File: config.mk
export PLATFORM = sky130hd
export DESIGN_NAME = mvau_wmem_seq_flat
export DESIGN_NICKNAME = d
export VERILOG_FILES = /design/src/rtl/mvau_wmem_seq_pkg.sv /design/src/rtl/mvau_wmem_seq_if.sv /design/src/rtl/mvau_wmem_seq.sv /design/src/flat_wrapper.sv
export SDC_FILE = /design/constraint.sdc
export NUM_CORES = 1
export LEC_CHECK = 0
export CAP_MARGIN = 20
export CORE_AREA = 10 10 47 49
export CTS_BUF_LIST = sky130_fd_sc_hd__clkbuf_4 sky130_fd_sc_hd__clkbuf_8
export CTS_CLUSTER_DIAMETER = 30
export DETAILED_ROUTE_END_ITERATION = 12
export DIE_AREA = 0 0 57 59
export PLACE_DENSITY = 0.76
export SLEW_MARGIN = 30
export SYNTH_ARGS = -nofsm -noshare
export SYNTH_HDL_FRONTEND = slang
export SYNTH_SLANG_ARGS = --single-unit
File: constraint.sdc
create_clock -name aclk -period 1.3 [get_ports aclk]
set_input_delay 0.26 -clock aclk [delete_from_list [all_inputs] [get_ports aclk]]
set_output_delay 0.26 -clock aclk [all_outputs]
set_load 0.05 [all_outputs]
File: src/rtl/mvau_wmem_seq_pkg.sv
// Shared types and helpers for the MVAU weight-memory fold sequencer.
package mvau_ctrl_pkg;

  typedef enum logic {FILL, REPLAY} mvau_seq_state_t;

  // Counter width for n states, never below one bit so SF=1 / NF=1 still elaborate.
  function automatic int clog2_min1(input int n);
    return (n <= 2) ? 1 : $clog2(n);
  endfunction

endpackage

File: src/rtl/mvau_wmem_seq_if.sv
// Sequencer-facing bundle: activation handshake, weight-memory address, input-buffer control, output strobes.
interface mvau_wmem_seq_if #(
  parameter int WMEM_ADDR_BW = 4,
  parameter int SF_BW        = 1
);
  logic                    in_v;
  logic                    in_rdy;
  logic                    out_rdy;
  logic [WMEM_ADDR_BW-1:0] wmem_addr;
  logic                    ibuf_we;
  logic [SF_BW-1:0]        ibuf_waddr;
  logic [SF_BW-1:0]        ibuf_raddr;
  logic                    out_v;
  logic                    out_sel;
  logic                    sf_last;
  logic                    vec_last;

  modport master (
    input  in_v, out_rdy,
    output in_rdy, wmem_addr, ibuf_we, ibuf_waddr, ibuf_raddr,
           out_v, out_sel, sf_last, vec_last
  );

  modport slave (
    output in_v, out_rdy,
    input  in_rdy, wmem_addr, ibuf_we, ibuf_waddr, ibuf_raddr,
           out_v, out_sel, sf_last, vec_last
  );
endinterface

File: src/rtl/mvau_wmem_seq.sv
// Fold sequencer: walks (neuron fold, synapse fold) weight addresses, fills the input buffer on
// the first neuron fold and replays it afterwards; strobes line up with the 1-cycle memory read.
module mvau_wmem_seq
  import mvau_ctrl_pkg::*;
#(
  parameter int SF           = 2,
  parameter int NF           = 2,
  parameter int WMEM_ADDR_BW = 4,
  parameter int SF_BW        = clog2_min1(SF)
) (
  input  logic              aclk,
  input  logic              areset,
  mvau_wmem_seq_if.master   bus
);

  localparam int NF_BW = clog2_min1(NF);
  localparam logic [SF_BW-1:0]        SF_MAX   = SF_BW'(SF - 1);
  localparam logic [NF_BW-1:0]        NF_MAX   = NF_BW'(NF - 1);
  localparam logic [WMEM_ADDR_BW-1:0] ADDR_MAX = WMEM_ADDR_BW'(SF * NF - 1);

  mvau_seq_state_t         state_q, state_d;
  logic [SF_BW-1:0]        sf_q, sf_d;
  logic [NF_BW-1:0]        nf_q, nf_d;
  logic [WMEM_ADDR_BW-1:0] addr_q, addr_d;
  logic                    fill, step, sf_end, nf_end;
  logic                    vld_p1, sel_p1, sf_last_p1, vec_last_p1;

  always_comb begin
    fill    = (state_q == FILL);
    sf_end  = (sf_q == SF_MAX);
    nf_end  = (nf_q == NF_MAX);
    // A step is gated by reset so nothing is written into the buffer while held in reset.
    step    = !areset && bus.out_rdy && (fill ? bus.in_v : 1'b1);
    state_d = state_q;
    sf_d    = sf_q;
    nf_d    = nf_q;
    addr_d  = addr_q;
    if (step) begin
      sf_d   = sf_end ? '0 : sf_q + 1'b1;
      addr_d = (addr_q == ADDR_MAX) ? '0 : addr_q + 1'b1;
      if (sf_end) begin
        if (nf_end) begin
          state_d = FILL;
          nf_d    = '0;
          addr_d  = '0;
        end else begin
          state_d = REPLAY;
          nf_d    = nf_q + 1'b1;
        end
      end
    end
  end

  // Stage p0 -> p1: counters advance; strobes describe the step whose read data appears next cycle.
  always_ff @(posedge aclk or posedge areset) begin
    if (areset) begin
      state_q     <= FILL;
      sf_q        <= '0;
      nf_q        <= '0;
      addr_q      <= '0;
      vld_p1      <= 1'b0;
      sel_p1      <= 1'b0;
      sf_last_p1  <= 1'b0;
      vec_last_p1 <= 1'b0;
    end else begin
      state_q     <= state_d;
      sf_q        <= sf_d;
      nf_q        <= nf_d;
      addr_q      <= addr_d;
      vld_p1      <= step;
      sel_p1      <= !fill;
      sf_last_p1  <= sf_end;
      vec_last_p1 <= sf_end && nf_end;
    end
  end

  assign bus.in_rdy     = bus.out_rdy && fill && !areset;
  assign bus.wmem_addr  = addr_q;
  assign bus.ibuf_we    = step && fill;
  assign bus.ibuf_waddr = sf_q;
  assign bus.ibuf_raddr = sf_q;
  assign bus.out_v      = vld_p1;
  assign bus.out_sel    = sel_p1;
  assign bus.sf_last    = sf_last_p1;
  assign bus.vec_last   = vec_last_p1;

endmodule

File: src/flat_wrapper.sv
// flat-port wrapper written by rule: the top's interface ports become plain ports
module mvau_wmem_seq_flat import mvau_ctrl_pkg::*;
#(
  parameter int SF           = 2,
  parameter int NF           = 2,
  parameter int WMEM_ADDR_BW = 4,
  parameter int SF_BW        = clog2_min1(SF)
)
  (aclk, areset, bus_in_v, bus_out_rdy, bus_in_rdy, bus_wmem_addr, bus_ibuf_we, bus_ibuf_waddr, bus_ibuf_raddr, bus_out_v, bus_out_sel, bus_sf_last, bus_vec_last);
  mvau_wmem_seq_if #(.WMEM_ADDR_BW(WMEM_ADDR_BW), .SF_BW(SF_BW)) bus_i ();
  input  logic aclk;
  input  logic areset;
  input wire logic [$bits(bus_i.in_v)-1:0] bus_in_v;
  input wire logic [$bits(bus_i.out_rdy)-1:0] bus_out_rdy;
  output wire logic [$bits(bus_i.in_rdy)-1:0] bus_in_rdy;
  output wire logic [$bits(bus_i.wmem_addr)-1:0] bus_wmem_addr;
  output wire logic [$bits(bus_i.ibuf_we)-1:0] bus_ibuf_we;
  output wire logic [$bits(bus_i.ibuf_waddr)-1:0] bus_ibuf_waddr;
  output wire logic [$bits(bus_i.ibuf_raddr)-1:0] bus_ibuf_raddr;
  output wire logic [$bits(bus_i.out_v)-1:0] bus_out_v;
  output wire logic [$bits(bus_i.out_sel)-1:0] bus_out_sel;
  output wire logic [$bits(bus_i.sf_last)-1:0] bus_sf_last;
  output wire logic [$bits(bus_i.vec_last)-1:0] bus_vec_last;
  assign bus_i.in_v = bus_in_v;
  assign bus_i.out_rdy = bus_out_rdy;
  assign bus_in_rdy = bus_i.in_rdy;
  assign bus_wmem_addr = bus_i.wmem_addr;
  assign bus_ibuf_we = bus_i.ibuf_we;
  assign bus_ibuf_waddr = bus_i.ibuf_waddr;
  assign bus_ibuf_raddr = bus_i.ibuf_raddr;
  assign bus_out_v = bus_i.out_v;
  assign bus_out_sel = bus_i.out_sel;
  assign bus_sf_last = bus_i.sf_last;
  assign bus_vec_last = bus_i.vec_last;
  mvau_wmem_seq #(.SF(SF), .NF(NF), .WMEM_ADDR_BW(WMEM_ADDR_BW), .SF_BW(SF_BW)) u_core (.aclk(aclk), .areset(areset), .bus(bus_i));
endmodule
## After elaboration in Yosys (flattened, before gate mapping)

Cells that the tools add are included.

- Register bits: 11
- Input bits: 4
- Word-level logic and storage cells: 28

- Add/subtract/negate cells: 3
- Equality and inequality tests: 1
- Mux-type cells: 7
- Bitwise logic cells: 1
- Reductions and logical operators: 8

Operators by type and width:

| cell | number |
|---|---|
| 4-bit two-way mux | 3 |
| 1-bit logical AND | 6 |
| 4-bit by 1-bit adder with 4-bit output, second input constant | 1 |
| 4-bit by 2-bit equality test with 1-bit output, second input constant | 1 |
| 1-bit two-way mux | 4 |
| 1-bit adder, second input constant | 2 |
| 2-bit AND reduction | 1 |
| 1-bit logical NOT | 1 |
| 1-bit NOT | 1 |

## Longest topological paths before layout

Gate-level depths: netlist of run 1.

- Depth after elaboration: 4
- Depth in mapped cells: 5
- Depth with buffers taken out: 4

## Least setup slack after synthesis of run 1

Ideal clock, no wire load.

- Path type: register to output
- Start point: reg u_core.nf_end (netlist name)
- End point: out bus_ibuf_we
- Arrival time: 1.610 ns
- Path slack: -0.570 ns
- Stages on the path, launching flop included: 4
- Path buffers: 1
- Cell sequence: dfrtp_1 buf_6 nor2_2 nor3_1

RTL lines:

| element | RTL line | source |
|---|---|---|
| end: declaration | flat_wrapper.sv:17 | `output wire logic [$bits(bus_i.ibuf_we)-1:0] bus_ibuf_we;` |

==> metrics.txt, run 1 <==
# fillers 120; largest net degree at the start of global routing 11; Antenna Nets Post-Route 0; top cells by area, synth dfrtp_1 50%, buf_6 4.5%, nor3_4 3.3%; Initial Util 0.356; clock root buffer clkbuf_4; Synth Instances 41; met3 usage 0.0300; synth unique cells 27; initial DRC count 1; # hold bufs at CTS 0; final worst slack -0.0655 ns; post-DP HPWL approximately 1000 µm; Worst-Margin Slew about 0.36 ns; Final setup viols 2; Final Cycle Share 1.05; row count 14; crit-path cells nor3_4 -> buf_12; met2 Resource Use GR 0.143; antenna violations before repair 0; RSZ-0062 raised after global routing true; First-pass DRT Iterations 4; top cells by count, synth 10 x dfrtp_1, 3 x inv_1, 2 x buf_6, 2 x nor2_1, 2 x o31ai_1; Via density roughly 5.2; EDFF count, synth 0; total power draw 0.00233 W; kind of critical path register to primary output; die height ~59 µm; top cell type's share of synthesized area 0.501; first-pass GRT wire length between 2000 and 2500 µm; ant diodes 0; # DRC 0; IO Count 16; post-synthesis sequential area ratio 0.501; Die X-Extent roughly 57 µm; Post-synth top flop dfrtp_1; Pins Over Slew Limit 0; GR Overflow Total 0; P_leak 0.404 nW; TNS Setup -0.0690 ns; Mapped Nets between 40 and 50; CTS Sinks 10; GR Layer Usage met1 0.0810; count leader, synth dfrtp_1; average wire per standard cell between 10 and 15 µm; Crit-path slowest cell dfrtp_2; latest clock arrival within the worst-skew pair about 0.26 ns; fmax about 0.73 GHz; asr flop ratio synth 1.00; worst hold slack between 0.2 and 0.3 ns; CP max FO 4; pwr dens ~2600 nW/µm²; Area Growth Syn to Fin 81.2%; Yosys reg bits 10; Hold WC Path Type input pin to asynchronous set/reset pin; vias about 430; synth warn 0; Hold Violations, Final 0; Final GP Congestion roughly 0.94; H-tree levels 1; GRT Total Usage 0.0822; slew margin rel. 0.757; syn avg cell area 12.2 µm²; Final Instance Area 905 µm²; Crit path required time ~1.0 ns; GRT busiest layer met2; CTS buffer count 3; Max clock buf depth 2; CP peak stage delay roughly 0.46 ns; crit end category primary output; Final Net Count 73; full die area approximately 3400 µm²; failing checks negative setup slack; vias in the first global route between 400 and 500; PortBufs 15; Core Box Area about 1400 µm²; minimum clock period 1.37 ns; clk slew on worst S/H paths 0.06 ns; DP Area around 840 µm²; Detailed Route WL around 1200 µm; VDD IR max approximately 1.4 mV; total of max-cap violations 0; largest area contributor in the netlist dfrtp_1; element type at the critical path start register; status finished with violations; Fin Clk Skew around 0.0053 ns; share of layout cells above drive strength 1 0.627; Mapped Area about 500 µm²; TritonCTS clock tree done; crit path DAT ~1.1 ns
[report_power, final]
group | internal [W] | total, W | switching (W)
registers | 0.000441 | 0.000633 | 0.000192
clock network | 0.000139 | 0.000236 | 0.0000970
logic | 0.000723 | 0.00146 | 0.000741
[metrics by stage]
step	std cells	utilization	worst slack (ns)
global placement	77	0.600	-0.190
global route	83	0.646	-0.0997
CTS	83	0.644	-0.0750
finish	83	0.646	-0.0655
detailed placement	77	0.600	-0.206
floorplan	41	-	-0.149
[path summary, 6_finish.rpt]
path	start	to	slack, ns	depth (start not counted)
min reg2reg	u_core.bus.ibuf_raddr	u_core.bus.sf_last	0.59	1
max in group asynchronous	areset	u_core.bus.ibuf_raddr	0.76	3
min in group aclk	areset	u_core.bus.wmem_addr[1]	0.59	5
max reg2reg	u_core.nf_end	u_core.bus.wmem_addr[2]	0.03	4
max	u_core.nf_end	bus_ibuf_we	-0.07	2
min	areset	u_core.bus.wmem_addr[3]	0.25	3
[state kept, by name (all words and copies together) (netlist names)]
name and flops:
u_core.bus.sf_last 1, u_core.bus.out_sel 1, u_core.bus.ibuf_raddr 1, u_core.bus.wmem_addr 4, u_core.bus.out_v 1, u_core.bus.vec_last 1
u_core.nf_end 1
[timing repair]
| action | CTS | global route |
|---|---|---|
| pin swaps | 1 | 1 |
| gates resized for setup | 7 | 1 |
| setup buffers | 2 | 0 |
| setup endpoints to repair | 2 | 3 |
[layout make-up]
class / instances / area, µm² / area share
multi-input combinational: 25 / 246 / 0.272
clock buffer: 4 / 30.0 / 0.0332
tap: 16 / 20.0 / 0.0221
sequential: 10 / 255 / 0.282
inverter: 3 / 11.3 / 0.0124
timing repair buffer: 25 / 342 / 0.378
[routing by layer]
metal,vias to the layer above,wire length [µm]
met1,210,443
met2,20,685
met3,0,88
met4,0,0
met5,-,0
li1,202,-
[placed cells by master, fill, tap and decap left out]
master	count
ha_4	1
a32o_1	1
o21ai_2	1
and2_4	1
nand2b_4	1
nor3b_1	1
dlygate4sd2_1	3
buf_12	12
buf_4	10
and2b_2	1
a32oi_1	1
nand2_1	1
nor2b_4	1
inv_1	3
nor2_4	1
nor2_2	1
nand3_1	1
xnor2_1	1
dfrtp_1	6
o31ai_1	2
dfrtp_2	4
o221ai_2	1
nor2_1	1
o21ai_0	1
nor3_4	2
o41ai_1	1
a22o_1	1
clkbuf_4	4
nor2b_1	1
mux2_2	1
[worst max-delay path: cells and delay by family (launching register included)]
kind,cells,cell delay (ns)
simple gates,1,0.22
buf+inv,1,0.16
flops,1,0.46
[kinds of logic (layout without fill, tap and decap cells)]
kind of cell / after synthesis / count (layout) / synth area share
xor+xnor: 1 / 1 / 0.0175
buf+inv: 6 / 32 / 0.0827
fa+ha+maj: 1 / 1 / 0.0251
compound gates: 9 / 9 / 0.160
simple gates: 13 / 13 / 0.190
mux: 1 / 1 / 0.0226
flops: 10 / 10 / 0.501
(Power assumes the default switching activity.)
==> run 2: changes to the inputs <==
- RECOVER_POWER: not set -> 50
==> run 2 against run 1 <==
  * The run still ends with negative setup slack left
  * Count of clock-buffer cells in the layout unchanged
  * Utilization decreased by 0.27 points
  * Combinational power about the same
  * Critical path depth unchanged
  * Routed wire length increased by 0.33%
  * Global-route usage unchanged
  * First-iteration DRC count unchanged
  * Clock skew unchanged
  * Hold slack improved by 0.0023 ns
  * Non-clock buffer count unchanged
  * Sequential share of layout area increased by 0.12 points
==> metrics.txt, run 2 (same netlist as run 1, synthesis figures left out) <==
crit-path cells nor3_4 -> buf_12; Final setup viols 2; commonest non-fill, non-tap cells in the layout 12 x buf_12, 9 x buf_4, 6 x dfrtp_1; CTS Sinks 10; Pint between 0.001 and 0.0015 W; average wire per standard cell between 10 and 15 µm; Net Sw Frac 0.442; Crit-path slowest cell dfrtp_2; Initial Util 0.356; Setup Slack @ Placement -0.206 ns; reg2reg start u_core.nf_end; clock power share 0.101; TritonCTS clock tree done; H-tree levels 1; CP max FO 4; Hold Violations, Final 0; sequential share of power 0.271; initial DRC count 1; Detailed Route WL around 1200 µm; minimum clock period 1.37 ns; ant diodes 0; Worst-Margin Slew ~0.36 ns; final core occ 0.643; vias between 400 and 500; crit path DAT roughly 1.1 ns; clk slew on worst S/H paths roughly 0.06 ns; GRT Total Usage 0.0822; Crit path required time around 1.0 ns; Area Growth Syn to Fin 80.5%; full die area ~3400 µm²; worst hold slack about 0.26 ns; element type at the critical path start register; Max clock buf depth 2; NetSw between 0.001 and 0.0015 W; Die X-Extent around 57 µm; commonest non-fill, non-tap cell in the layout buf_12; # fillers around 120; Placed Cells slightly below 80; Core Box Area around 1400 µm²; CP peak stage delay roughly 0.46 ns; Antenna Nets Post-Route 0; post-DP HPWL slightly below 1000 µm; crit end category primary output; # DRC 0; Final Net Count 73; first-pass GRT wire length around 2200 µm; failing checks negative setup slack; VDD IR max between 1 and 1.5 mV; total of max-cap violations 0; GR Overflow Total 0; final worst slack -0.0655 ns; vias in the first global route roughly 450; status finished with violations; Final Cycle Share 1.05; Pins Over Slew Limit 0; antenna violations before repair 0; Via density ~5.2; latest clock arrival within the worst-skew pair ~0.26 ns; Fin Clk Skew 0.00527 ns; share of layout cells above drive strength 1 0.612; Hold WC Path Type input pin to asynchronous set/reset pin; fmax approximately 0.73 GHz; max reg flops 4; RSZ-0062 raised after global routing true; PortBufs 15; TNS Setup -0.0692 ns; First-pass DRT Iterations 4; kind of critical path register to primary output; P_leak between 0.4 and 0.5 nW; slew margin rel. 0.757; Comb pwr share 0.627; pwr dens ~2600 nW/µm²; IO Count 16; CTS buffer count 3; Final GP Congestion 0.937; clock root buffer clkbuf_4; row count 14; launch point of the critical path u_core.nf_end; Layout Cells excl Fill a little over 80; die height approximately 59 µm; largest net degree at the start of global routing 11
-- run 2: cell count changes in the layout (fill, tap and decap cells not counted) --
cell	change
clkbuf_1	+1
buf_4	-1
-- run 2: what timing repair did --
| action | CTS | global route |
|---|---|---|
| gates resized for setup | 7 | 1 |
| setup endpoints to repair | 2 | 3 |
| pin swaps | 1 | 1 |
| hold buffers | 0 | 0 |
| setup buffers | 2 | 0 |
-- run 2: cell type report --
type                    count  area (µm²)  share of cell area
repair buffers             25         338               0.375
flip-flops and latches     10         255               0.283
multi-input cells          25         246               0.274
clock buffers               4        30.0              0.0333
well taps                  16        20.0              0.0222
inverters                   3        11.3              0.0125
-- run 2: stage by stage --
step,cell area [µm²],power (W)
4_1_cts,902,0.00235
5_1_grt,901,0.00246
3_3_place_gp,841,0.00203
6_report,901,0.00233
2_1_floorplan,520,0.00136
3_5_place_dp,841,0.00206
-- run 2: worst max-delay path, delay by kind of cell (launching register included) --
| family | cells | cell delay [ns] |
|---|---|---|
| AND/OR/NAND/NOR | 1 | 0.22 |
| flip-flops | 1 | 0.46 |
| buffers and inverters | 1 | 0.16 |
-- run 2: worst paths after layout --
kind | to | slack (ns) | cells after the start
worst max-delay path | bus_ibuf_we | -0.07 | 2
worst min-delay path | u_core.bus.wmem_addr[3] | 0.26 | 3
worst max register to register | u_core.bus.wmem_addr[2] | 0.03 | 4
worst min register to register | u_core.bus.sf_last | 0.59 | 1
max in group asynchronous | u_core.bus.ibuf_raddr | 0.75 | 3
min in group aclk | u_core.bus.sf_last | 0.59 | 1
-- run 2: layer usage --
metal	part of all wire	routed length, µm	track usage
met1	0.37	447	0.0810
met5	0	0	0
met4	0	0	0.0537
met3	0.072	88	0.0300
met2	0.56	684	0.143
-- run 2: power groups by stage --
| stage | logic (W) | registers, W | clock network (W) |
|---|---|---|---|
| floorplan | 0.000454 | 0.000908 | 0 |
| global placement | 0.00140 | 0.000632 | 0 |
| detailed placement | 0.00142 | 0.000639 | 0 |
| CTS | 0.00148 | 0.000630 | 0.000237 |
| global route | 0.00155 | 0.000654 | 0.000260 |
| finish | 0.00146 | 0.000633 | 0.000236 |
